<file path="config.mk">
export PLATFORM = sky130hd
export DESIGN_NAME = d8m_sensor_init_sequencer_flat
export DESIGN_NICKNAME = d
export VERILOG_FILES = /design/src/rtl/d8m_sensor_init_sequencer_if.sv /design/src/rtl/d8m_sensor_init_sequencer.sv /design/src/flat_wrapper.sv
export SDC_FILE = /design/constraint.sdc
export NUM_CORES = 1
export LEC_CHECK = 0
export BUFFER_PORTS_ARGS = -buffer_cell sky130_fd_sc_hd__clkbuf_2
export CORE_ASPECT_RATIO = 1.4
export CORE_MARGIN = 8
export CORE_UTILIZATION = 40
export CTS_BUF_LIST = sky130_fd_sc_hd__clkbuf_4 sky130_fd_sc_hd__clkbuf_8 sky130_fd_sc_hd__clkbuf_16
export CTS_CLUSTER_SIZE = 16
export DETAILED_ROUTE_END_ITERATION = 12
export PLACE_DENSITY = 0.64
export SLEW_MARGIN = 15
export SYNTH_ARGS = -nofsm -noshare
export SYNTH_HDL_FRONTEND = slang
export SYNTH_SLANG_ARGS = --single-unit
</file>
<file path="constraint.sdc">
create_clock -name clk_clk -period 4.5 [get_ports clk_clk]
set_input_delay 0.45 -clock clk_clk [delete_from_list [all_inputs] [get_ports clk_clk]]
set_output_delay 0.45 -clock clk_clk [all_outputs]
set_load 0.005 [all_outputs]
</file>
<file path="src/rtl/d8m_sensor_init_sequencer_if.sv">
// -----------------------------------------------------------------------------
// d8m_sensor_init_sequencer_if
// Purpose : I2C write-command channel between the D8M init sequencer and the
//           I2C master. One request is a (device, register, value) triple
//           handed over with valid/ready; completion comes back as a one-cycle
//           done pulse with nack qualifying it.
// Signals : cmd_valid  request present (sequencer -> I2C master)
//           cmd_ready  request accepted (I2C master -> sequencer)
//           cmd_dev    7-bit I2C device address
//           cmd_reg    16-bit register address
//           cmd_data   8-bit write value
//           cmd_done   transfer finished pulse
//           cmd_nack   transfer NACKed, valid only with cmd_done
// Modports: master = sequencer side, slave = I2C master side.
// -----------------------------------------------------------------------------
interface d8m_sensor_init_sequencer_if;
   logic        cmd_valid;
   logic        cmd_ready;
   logic [6:0]  cmd_dev;
   logic [15:0] cmd_reg;
   logic [7:0]  cmd_data;
   logic        cmd_done;
   logic        cmd_nack;

   modport master (
      output cmd_valid, cmd_dev, cmd_reg, cmd_data,
      input  cmd_ready, cmd_done, cmd_nack
   );

   modport slave (
      input  cmd_valid, cmd_dev, cmd_reg, cmd_data,
      output cmd_ready, cmd_done, cmd_nack
   );
endinterface

</file>
<file path="src/rtl/d8m_sensor_init_sequencer.sv">
// -----------------------------------------------------------------------------
// d8m_sensor_init_sequencer
// Purpose : Brings up the D8M camera. Waits for PLL lock, releases MIPI
//           PWDN_N then RESET_N after timed holds, waits for sensor boot, then
//           walks a register table (synchronous ROM) and issues one I2C write
//           per entry, retrying NACKed writes. Entries with register address
//           16'hFFFF are pure delays of value*DLY_UNIT cycles. Loss of PLL lock
//           during bring-up aborts into FAIL with the pins re-asserted.
// Ports   : clk_clk, reset_reset_n   clock, async active-low reset
//           start                    one-cycle start pulse (ignored while busy)
//           pll_locked               PLL lock status
//           mipi_pwdn_n/reset_n      sensor control pins, active low
//           rom_addr / rom_data      table index / entry, data 1 cycle later
//           cmd                      I2C command channel (master modport)
//           busy, done, error        status; done/error sticky until start
//           err_index                table index of the failing entry
// -----------------------------------------------------------------------------
module d8m_sensor_init_sequencer #(
   parameter int         PWDN_DLY  = 1000,
   parameter int         RST_DLY   = 2000,
   parameter int         BOOT_DLY  = 50000,
   parameter int         NUM_REGS  = 64,
   parameter int         MAX_RETRY = 3,
   parameter int         DLY_UNIT  = 1000,
   parameter logic [6:0] DEV_ADDR  = 7'h36,
   localparam int        AW        = (NUM_REGS > 1) ? $clog2(NUM_REGS) : 1
) (
   input  logic          clk_clk,
   input  logic          reset_reset_n,
   input  logic          start,
   input  logic          pll_locked,
   output logic          mipi_pwdn_n,
   output logic          mipi_reset_n,
   output logic [AW-1:0] rom_addr,
   input  logic [23:0]   rom_data,
   d8m_sensor_init_sequencer_if.master cmd,
   output logic          busy,
   output logic          done,
   output logic          error,
   output logic [AW-1:0] err_index
);

   // One counter serves every hold and delay entry, so it must cover the longest.
   localparam int DLY_A   = (PWDN_DLY > RST_DLY) ? PWDN_DLY : RST_DLY;
   localparam int DLY_B   = (BOOT_DLY > 255 * DLY_UNIT) ? BOOT_DLY : 255 * DLY_UNIT;
   localparam int DLY_MAX = (DLY_A > DLY_B) ? DLY_A : DLY_B;
   localparam int CW      = $clog2(DLY_MAX + 1);
   localparam int RW      = (MAX_RETRY > 0) ? $clog2(MAX_RETRY + 1) : 1;

   localparam logic [CW:0]   PWDN_T  = (CW+1)'(PWDN_DLY);
   localparam logic [CW:0]   RST_T   = (CW+1)'(RST_DLY);
   localparam logic [CW:0]   BOOT_T  = (CW+1)'(BOOT_DLY);
   localparam logic [CW-1:0] UNIT_T  = CW'(DLY_UNIT);
   localparam logic [RW-1:0] RETRY_T = RW'(MAX_RETRY);
   localparam logic [AW-1:0] LAST_T  = AW'(NUM_REGS - 1);

   typedef enum logic [3:0] {
      S_IDLE, S_WAIT_LOCK, S_PWDN_HOLD, S_RST_HOLD, S_BOOT_WAIT, S_FETCH,
      S_LATCH, S_DELAY, S_ISSUE, S_WAIT_DONE, S_NEXT, S_DONE, S_FAIL
   } state_t;

   state_t        state_q, state_d;
   logic [CW-1:0] cnt_q, cnt_d;
   logic [CW-1:0] dly_q, dly_d;
   logic [RW-1:0] retry_q, retry_d;
   logic [AW-1:0] rom_addr_q, rom_addr_d;
   logic [AW-1:0] err_index_q, err_index_d;
   logic [15:0]   cmd_reg_q, cmd_reg_d;
   logic [7:0]    cmd_data_q, cmd_data_d;
   logic          cmd_valid_q, cmd_valid_d;
   logic          pwdn_n_q, pwdn_n_d;
   logic          reset_n_q, reset_n_d;
   logic          busy_q, busy_d;
   logic          done_q, done_d;
   logic          error_q, error_d;
   logic          armed_q;
   logic [CW:0]   cnt_inc;
   logic          lock_watch;

   // Count of cycles spent in the current hold including this one.
   assign cnt_inc = {1'b0, cnt_q} + 1'b1;

   // Lock is supervised from the first hold until the table is complete.
   assign lock_watch = state_q inside {S_PWDN_HOLD, S_RST_HOLD, S_BOOT_WAIT, S_FETCH,
                                       S_LATCH, S_DELAY, S_ISSUE, S_WAIT_DONE, S_NEXT};

   always_comb begin
      state_d     = state_q;
      cnt_d       = cnt_q;
      dly_d       = dly_q;
      retry_d     = retry_q;
      rom_addr_d  = rom_addr_q;
      err_index_d = err_index_q;
      cmd_reg_d   = cmd_reg_q;
      cmd_data_d  = cmd_data_q;
      cmd_valid_d = cmd_valid_q;
      pwdn_n_d    = pwdn_n_q;
      reset_n_d   = reset_n_q;
      busy_d      = busy_q;
      done_d      = done_q;
      error_d     = error_q;

      case (state_q)
         S_IDLE, S_DONE, S_FAIL: begin
            // armed_q masks a start that lands on the first edge after reset.
            if (start && armed_q) begin
               state_d     = S_WAIT_LOCK;
               busy_d      = 1'b1;
               done_d      = 1'b0;
               error_d     = 1'b0;
               err_index_d = '0;
               pwdn_n_d    = 1'b0;
               reset_n_d   = 1'b0;
            end
         end
         S_WAIT_LOCK: begin
            if (pll_locked) begin
               state_d = S_PWDN_HOLD;
               cnt_d   = '0;
            end
         end
         S_PWDN_HOLD: begin
            if (cnt_inc >= PWDN_T) begin
               pwdn_n_d = 1'b1;
               cnt_d    = '0;
               state_d  = S_RST_HOLD;
            end else begin
               cnt_d = cnt_inc[CW-1:0];
            end
         end
         S_RST_HOLD: begin
            if (cnt_inc >= RST_T) begin
               reset_n_d = 1'b1;
               cnt_d     = '0;
               state_d   = S_BOOT_WAIT;
            end else begin
               cnt_d = cnt_inc[CW-1:0];
            end
         end
         S_BOOT_WAIT: begin
            if (cnt_inc >= BOOT_T) begin
               rom_addr_d = '0;
               retry_d    = '0;
               state_d    = S_FETCH;
            end else begin
               cnt_d = cnt_inc[CW-1:0];
            end
         end
         // rom_addr_q changed on entry; the ROM presents the entry one cycle later.
         S_FETCH: state_d = S_LATCH;
         S_LATCH: begin
            if (rom_data[23:8] == 16'hFFFF) begin
               dly_d   = CW'(rom_data[7:0]) * UNIT_T;
               cnt_d   = '0;
               state_d = (rom_data[7:0] == 8'd0) ? S_NEXT : S_DELAY;
            end else begin
               cmd_reg_d   = rom_data[23:8];
               cmd_data_d  = rom_data[7:0];
               cmd_valid_d = 1'b1;
               state_d     = S_ISSUE;
            end
         end
         S_DELAY: begin
            if (cnt_inc >= {1'b0, dly_q}) begin
               state_d = S_NEXT;
            end else begin
               cnt_d = cnt_inc[CW-1:0];
            end
         end
         S_ISSUE: begin
            if (cmd.cmd_ready) begin
               cmd_valid_d = 1'b0;
               state_d     = S_WAIT_DONE;
            end
         end
         S_WAIT_DONE: begin
            if (cmd.cmd_done) begin
               if (!cmd.cmd_nack) begin
                  state_d = S_NEXT;
               end else if (retry_q < RETRY_T) begin
                  retry_d     = retry_q + 1'b1;
                  cmd_valid_d = 1'b1;
                  state_d     = S_ISSUE;
               end else begin
                  state_d     = S_FAIL;
                  error_d     = 1'b1;
                  busy_d      = 1'b0;
                  err_index_d = rom_addr_q;
                  pwdn_n_d    = 1'b0;
                  reset_n_d   = 1'b0;
               end
            end
         end
         S_NEXT: begin
            if (rom_addr_q == LAST_T) begin
               state_d = S_DONE;
               done_d  = 1'b1;
               busy_d  = 1'b0;
            end else begin
               rom_addr_d = rom_addr_q + 1'b1;
               retry_d    = '0;
               state_d    = S_FETCH;
            end
         end
         default: state_d = S_IDLE;
      endcase

      // Lock loss overrides everything, including a done pulse in the same cycle.
      if (lock_watch && !pll_locked) begin
         state_d     = S_FAIL;
         pwdn_n_d    = 1'b0;
         reset_n_d   = 1'b0;
         cmd_valid_d = 1'b0;
         error_d     = 1'b1;
         busy_d      = 1'b0;
         err_index_d = rom_addr_q;
      end
   end

   always_ff @(posedge clk_clk or negedge reset_reset_n) begin
      if (!reset_reset_n) begin
         state_q     <= S_IDLE;
         cnt_q       <= '0;
         dly_q       <= '0;
         retry_q     <= '0;
         rom_addr_q  <= '0;
         err_index_q <= '0;
         cmd_reg_q   <= '0;
         cmd_data_q  <= '0;
         cmd_valid_q <= 1'b0;
         pwdn_n_q    <= 1'b0;
         reset_n_q   <= 1'b0;
         busy_q      <= 1'b0;
         done_q      <= 1'b0;
         error_q     <= 1'b0;
         armed_q     <= 1'b0;
      end else begin
         state_q     <= state_d;
         cnt_q       <= cnt_d;
         dly_q       <= dly_d;
         retry_q     <= retry_d;
         rom_addr_q  <= rom_addr_d;
         err_index_q <= err_index_d;
         cmd_reg_q   <= cmd_reg_d;
         cmd_data_q  <= cmd_data_d;
         cmd_valid_q <= cmd_valid_d;
         pwdn_n_q    <= pwdn_n_d;
         reset_n_q   <= reset_n_d;
         busy_q      <= busy_d;
         done_q      <= done_d;
         error_q     <= error_d;
         armed_q     <= 1'b1;
      end
   end

   assign mipi_pwdn_n   = pwdn_n_q;
   assign mipi_reset_n  = reset_n_q;
   assign rom_addr      = rom_addr_q;
   assign busy          = busy_q;
   assign done          = done_q;
   assign error         = error_q;
   assign err_index     = err_index_q;
   assign cmd.cmd_valid = cmd_valid_q;
   assign cmd.cmd_dev   = DEV_ADDR;
   assign cmd.cmd_reg   = cmd_reg_q;
   assign cmd.cmd_data  = cmd_data_q;

endmodule

</file>
<file path="src/flat_wrapper.sv">
// flat-port wrapper written by rule: the top's interface ports become plain ports
module d8m_sensor_init_sequencer_flat 
#(
   parameter int         PWDN_DLY  = 1000,
   parameter int         RST_DLY   = 2000,
   parameter int         BOOT_DLY  = 50000,
   parameter int         NUM_REGS  = 64,
   parameter int         MAX_RETRY = 3,
   parameter int         DLY_UNIT  = 1000,
   parameter logic [6:0] DEV_ADDR  = 7'h36,
   localparam int        AW        = (NUM_REGS > 1) ? $clog2(NUM_REGS) : 1
)
  (clk_clk, reset_reset_n, start, pll_locked, mipi_pwdn_n, mipi_reset_n, rom_addr, rom_data, busy, done, error, err_index, cmd_cmd_valid, cmd_cmd_dev, cmd_cmd_reg, cmd_cmd_data, cmd_cmd_ready, cmd_cmd_done, cmd_cmd_nack);
  d8m_sensor_init_sequencer_if cmd_i ();
  input  logic clk_clk;
  input  logic reset_reset_n;
  input  logic start;
  input  logic pll_locked;
  output logic mipi_pwdn_n;
  output logic mipi_reset_n;
  output logic [AW-1:0] rom_addr;
  input  logic [23:0] rom_data;
  output logic busy;
  output logic done;
  output logic error;
  output logic [AW-1:0] err_index;
  output wire logic [$bits(cmd_i.cmd_valid)-1:0] cmd_cmd_valid;
  output wire logic [$bits(cmd_i.cmd_dev)-1:0] cmd_cmd_dev;
  output wire logic [$bits(cmd_i.cmd_reg)-1:0] cmd_cmd_reg;
  output wire logic [$bits(cmd_i.cmd_data)-1:0] cmd_cmd_data;
  input wire logic [$bits(cmd_i.cmd_ready)-1:0] cmd_cmd_ready;
  input wire logic [$bits(cmd_i.cmd_done)-1:0] cmd_cmd_done;
  input wire logic [$bits(cmd_i.cmd_nack)-1:0] cmd_cmd_nack;
  assign cmd_cmd_valid = cmd_i.cmd_valid;
  assign cmd_cmd_dev = cmd_i.cmd_dev;
  assign cmd_cmd_reg = cmd_i.cmd_reg;
  assign cmd_cmd_data = cmd_i.cmd_data;
  assign cmd_i.cmd_ready = cmd_cmd_ready;
  assign cmd_i.cmd_done = cmd_cmd_done;
  assign cmd_i.cmd_nack = cmd_cmd_nack;
  d8m_sensor_init_sequencer #(.PWDN_DLY(PWDN_DLY), .RST_DLY(RST_DLY), .BOOT_DLY(BOOT_DLY), .NUM_REGS(NUM_REGS), .MAX_RETRY(MAX_RETRY), .DLY_UNIT(DLY_UNIT), .DEV_ADDR(DEV_ADDR)) u_core (.clk_clk(clk_clk), .reset_reset_n(reset_reset_n), .start(start), .pll_locked(pll_locked), .mipi_pwdn_n(mipi_pwdn_n), .mipi_reset_n(mipi_reset_n), .rom_addr(rom_addr), .rom_data(rom_data), .cmd(cmd_i), .busy(busy), .done(done), .error(error), .err_index(err_index));
endmodule
</file>
## Word-level counts from Yosys, hierarchy flattened

Cells that the tools add are included.
Widths: inputs -> output; s select.

- Mux-type cells: 65
- Add/subtract/negate cells: 3
- Eq/ne operators: 38
- Shift-type cells: 0
- Bitwise gates (word level): 1
- Div/mod/pow operators: 0
- Multipliers: 1
- Reduce and logical (&&, ||, !) cells: 28
- Magnitude comparators: 5

Operators with widths:

| kind | number |
|---|---|
| $mux 18 | 6 |
| $pmux 18 s6 | 1 |
| $mux 4 | 13 |
| $pmux 4 s11 | 1 |
| $mux 6 | 7 |
| $ne 3x3->1 const B | 11 |
| $reduce_and 6->1 | 5 |
| $pmux 6 s2 | 2 |
| $mux 1 | 22 |
| $eq 4x4->1 const B | 5 |
| $ne 2x2->1 const B | 10 |
| $add 18x1->19 const B | 1 |
| $ge 19x10->1 const B | 1 |
| $ge 19x11->1 const B | 1 |
| $ge 19x16->1 const B | 1 |
| $ge 19x18->1 | 1 |
| $eq 16x16->1 const B | 1 |
| $eq 4x3->1 const B | 4 |
| $reduce_bool 4->1 | 4 |
| $mul 8x7->15 const B | 1 |
| $pmux 1 s3 | 4 |
| $mux 2 | 5 |
| $reduce_and 5->1 | 2 |
| $reduce_bool 9->1 | 1 |
| 24 further kinds | 31 |

- Output and inout port bits: 49
- Register bits after elaboration: 82
- Word-level logic and storage cells: 156
- Bits in read-only memories: 0
- RAM bits: 0
- Memories kept: 0
- Latch bits: 0

## Depth between registers and ports, before layout

- Depth after elaboration: 6
- Gate-level depth with buffers: 18
- Depth with buffers taken out: 17

## Least setup slack after synthesis

Ideal clock, no wire load.

- Path type: input to register
- Start point: in rom_data[0]
- End point: reg u_core.dly_q[16]
- Setup slack: 243 ps
- Stages: 15
- Library setup time: 135 ps
- Required time: 4,365 ps
- Data arrival time: 4,123 ps
- Buffers on the path: 0
- Cells stage by stage: fa_1 inv_1 fa_1 fa_1 fa_1 inv_1 ha_1 a21oi_1 o21bai_1 a21oi_1 o21bai_1 a211o_1 a31oi_1 xor2_1 o21ai_0

- Cells in the longest elaborated chain, start to end: 1

Ends and longest elaborated chain:

| element | line | RTL |
|---|---|---|
| start, declared | flat_wrapper.sv:22 | `input logic [23:0] rom_data;` |
| $mul 8x7->15 | d8m_sensor_init_sequencer.sv:153 | `dly_d = CW'(rom_data[7:0]) * UNIT_T;` |
| end signal, assigned | d8m_sensor_init_sequencer.sv:240 | `dly_q <= dly_d;` |
| end, declared | d8m_sensor_init_sequencer.sv:64 | `logic [CW-1:0] dly_q, dly_d;` |

Every way passes these cells.
A chain may end at the register's enable or synchronous reset.

## Worst setup path after layout

- Start point: in rom_data[0]
- End point: reg u_core.dly_q[17]

Same word-level chain as after synthesis.

==> results.txt <==
----------------------------------------------------
[Yosys]
  Sequential-to-total area share from yosys stat ... 32.3%
  Number of instances in the synthesized netlist ... 675
  Most common library cells after synthesis ... sky130_fd_sc_hd__dfrtp_1, sky130_fd_sc_hd__inv_1, sky130_fd_sc_hd__nand2_1, sky130_fd_sc_hd__ha_1, sky130_fd_sc_hd__o21ai_0
  Async set or reset register ratio after synthesis ... 100%
  Largest family of logic cells by synthesized area ... adder cells
  Top_reg_cell synth ... sky130_fd_sc_hd__dfrtp_1
  Flops & latches, synth ... 82
  Dominant cell by count in the synthesized netlist ... sky130_fd_sc_hd__dfrtp_1
  Number of enable-type register cells in the synthesized netlist ... 0
  Post-synthesis xor/xnor area fraction ... 4.28%
  Post-Synth Simple-Gate Area ... 14.9%
  Mean Syn Cell Area ... 9.40 um^2
  Cell types with the largest area share after synthesis ... sky130_fd_sc_hd__dfrtp_1, sky130_fd_sc_hd__ha_1, sky130_fd_sc_hd__fa_1, sky130_fd_sc_hd__mux2_2, sky130_fd_sc_hd__inv_1
  Number of unique standard cell types used by synthesis ... 71
  Yosys Warn Count ... 0
  Compound-cell area share of the yosys netlist ... 16.7%
  Post-synthesis share of cell area spent on full adders, half adders and majority gates ... 18.4%
  Share of synthesized area spent on multiplexers ... 6.25%
  Total standard cell area after synthesis ... 6350 um^2
  Fraction of synthesized cell area taken by the top area cell type ... 32.3%
  Area leader, netlist ... sky130_fd_sc_hd__dfrtp_1

[Critical path]
  Worst path max stage delay ... 0.56 ns
  Crit path arrival time ... 4.32 ns
  Maximum fanout encountered on the critical timing path ... 3
  Cells traversed along the worst timing path ... clkbuf_2, fa_1, inv_1, fa_1, fa_1, fa_1, inv_1, ha_1, nor2b_1, o21a_1, o22ai_1, o21ai_0, o41ai_1, xnor2_1, o21ai_0
  Register-to-Register Setup Slack ... 0.39 ns
  Critical path startpoint category ... input pin
  Crit Path Category ... in2reg
  Slowest-stage cell, CP ... sky130_fd_sc_hd__fa_1
  Critical Path RT ... 4.69 ns
  Top cell by count, worst path ... sky130_fd_sc_hd__fa_1
  Capturing element type of the critical path ... flop

[Pwr]
  Worst vdd rail ir drop ... 0.348 mV
  Leakage power figure ... 3.41 nW
  Power density cells ... 479 nW/um^2

[Finish]
  Syn-to-layout area delta ... 13.4%
  Number of antenna repair diodes ... 0
  Non-Filler Instances ... 946
  Final Core Density ... 46.3%
  Layout cell share with drive strength beyond 1 ... 20.9%
  Layout fillers ... 1541
  # nets final ... 856
  Cell area after layout ... 7200 um^2
  Total area of multi-input combinational cells ... 3880 um^2
  Max FFs per register ... 18
  Total area of sequential cells ... 2050 um^2

[CTS]
  Clock-pin slew on the worst setup and hold paths ... 0.06 ns
  Total of hold buffers inserted after clock tree synthesis ... 0
  Clock tree root driver cell ... sky130_fd_sc_hd__clkbuf_16
  Total number of clock tree sinks ... 82
  Clock tree from TritonCTS ... done
  Post-CTS setup repair buffer count ... 0
  Total CTS buffers ... 9
  Clock network latency to the later pin of the worst-skew pair ... 0.36 ns
  Number of H-tree branching levels ... 3
  Maximum clock insertion buffer count ... 2
  Count of instances resized after the clock tree is built ... 0

[Global routing]
  First-pass GRT wire length ... 25500 um
  Antenna violations before repair ... 0
  Maximum number of pins on one net before global-route repair ... 51
  Total global routing overflow ... 0
  Via count of the first global-routing pass ... 5234
  Global router's overall resource usage ... 15.9%

[STA]
  Fmax achieved ... 243 MHz
  Setup Skew ... 0.00902 ns
  Worst-case setup margin in the final layout ... 0.376 ns
  Slew @ Worst Pin ... 0.970 ns
  Number of max-slew violations in the final report ... 0
  Count of endpoints failing hold in the final timing report ... 0
  Number of setup violations in the final report ... 0
  Setup repair after global routing missed its margin ... no
  Final cycle utilization of the critical path ... 91.6%
  Post-layout minimum cycle time ... 4.12 ns
  Worst rel slew slack ... 34.9%

[Routing]
  Antenna-violating nets left ... 0
  Total detailed-routing wirelength ... 15200 um
  Vias after detailed routing ... 5090
  Residual DRC count ... 0
  Detailed-routing iteration count for the pre-antenna-repair pass ... 4
  Routed wirelength normalized by instance count ... 16.1 um
  Routed via count divided by cell count ... 5.38
  Number of DRC markers after the initial detailed-route iteration ... 218

[Placed design]
  Routability congestion estimate ... 0.885
  Number of port buffers ... 72
  HPWL reported at the end of detailed placement ... 11900 um
  Standard cell area after detailed placement ... 6910 um^2
  Post-place setup slack ... -0.0372 ns
  Inst Count DP ... 930

[Floorplan]
  Horiz. Die Dim ... 122 um
  Height of the die ... 165 um
  Initial core utilization ... 40.8%
  Ports placed on the boundary ... 80
  Floorplan row count ... 54
  Die Footprint ... 20200 um^2
  Area of the core ... 15500 um^2

[Run]
  Maxcap violations ... 0

[Hold path]
  Worst hold-check path type ... in2async

[Run status]
  Outcome ... completed

----------------------------------------------------
-- routing by layer --
| metal | routed length (um) | GRT usage (%) |
|---|---|---|
| met4 | 278 | 5.39 |
| met3 | 818 | 4.55 |
| met1 | 6190 | 17.8 |
| met5 | 0 | 0 |
| met2 | 7900 | 28.2 |
-- critical path, delay by kind of cell --
| kind | cells | cell delay, ns |
|---|---|---|
| adder cells (fa/ha/maj) | 5 | 2.38 |
| buffers and inverters | 3 | 0.21 |
| XOR/XNOR | 1 | 0.16 |
| AO/OA/AOI/OAI | 5 | 0.97 |
| AND/OR/NAND/NOR | 1 | 0.14 |
-- logic make-up (layout without fill, tap and decap cells) --
kind of cell | count (synthesis) | in the layout
and+or+nand+nor | 187 | 187
AOI/OAI and AO/OA | 154 | 154
buffers and inverters | 103 | 172
DFF | 82 | 82
adders and majority gates | 80 | 80
muxes | 36 | 36
xor gates and xnor gates | 31 | 31
other | 2 | 8
-- layout by cell type, fill, tap and decap left out, drive strengths merged, types with 10 or more instances in the layout --
cell type  netlist  routed
a21oi           30      30
and3            10      10
buf             17      17
clkbuf          18      81
dfrtp           82      82
fa              22      22
ha              58      58
inv             68      71
mux2            29      29
nand2           68      68
nand3           16      16
nand4           14      14
nor2            32      32
nor3            14      14
o21ai           47      47
o31ai           15      15
xnor2           18      18
xor2            13      13
-- final timing paths --
path	startpoint	to	cells after the start
min	reset_reset_n	u_core.dly_q[5]$_DFFE_PN0P_	1
max	rom_data[0]	u_core.dly_q[17]$_DFFE_PN0P_	15
max reg2reg	u_core.cnt_q[4]$_DFFE_PN0P_	u_core.cnt_q[5]$_DFFE_PN0P_	15
min in group clk_clk	rom_data[14]	u_core.cmd.cmd_reg[6]$_DFFE_PN0P_	2
max in group asynchronous	reset_reset_n	u_core.rom_addr[4]$_DFFE_PN0P_	2
min reg2reg	u_core.dly_q[9]$_DFFE_PN0P_	u_core.dly_q[9]$_DFFE_PN0P_	2
-- power by group --
| part | internal (W) | switching, W | total [W] |
|---|---|---|---|
| clock network | 0.000387 | 0.000333 | 0.000720 |
| logic | 0.000757 | 0.000885 | 0.00164 |
| registers | 0.000912 | 0.000176 | 0.00109 |
-- metrics by stage --
step                      setup TNS [ns]  total power, W  hold WS, ns
after floorplan                        0         0.00224        0.154
after global placement                 0         0.00274        0.427
after detailed placement         -0.0721         0.00276        0.428
after CTS                              0         0.00349       0.0510
after global routing                   0         0.00374       0.0734
final                                  0         0.00345       0.0315
-- cell type report --
class,count,area share (%)
multi-input cells,496,53.9
flip-flops and latches,82,28.5
repair buffers,88,6.71
inverters,68,3.55
well taps,196,3.41
clock buffers,10,3.23
clock inverters,6,0.696
(Power assumes the default switching activity.)
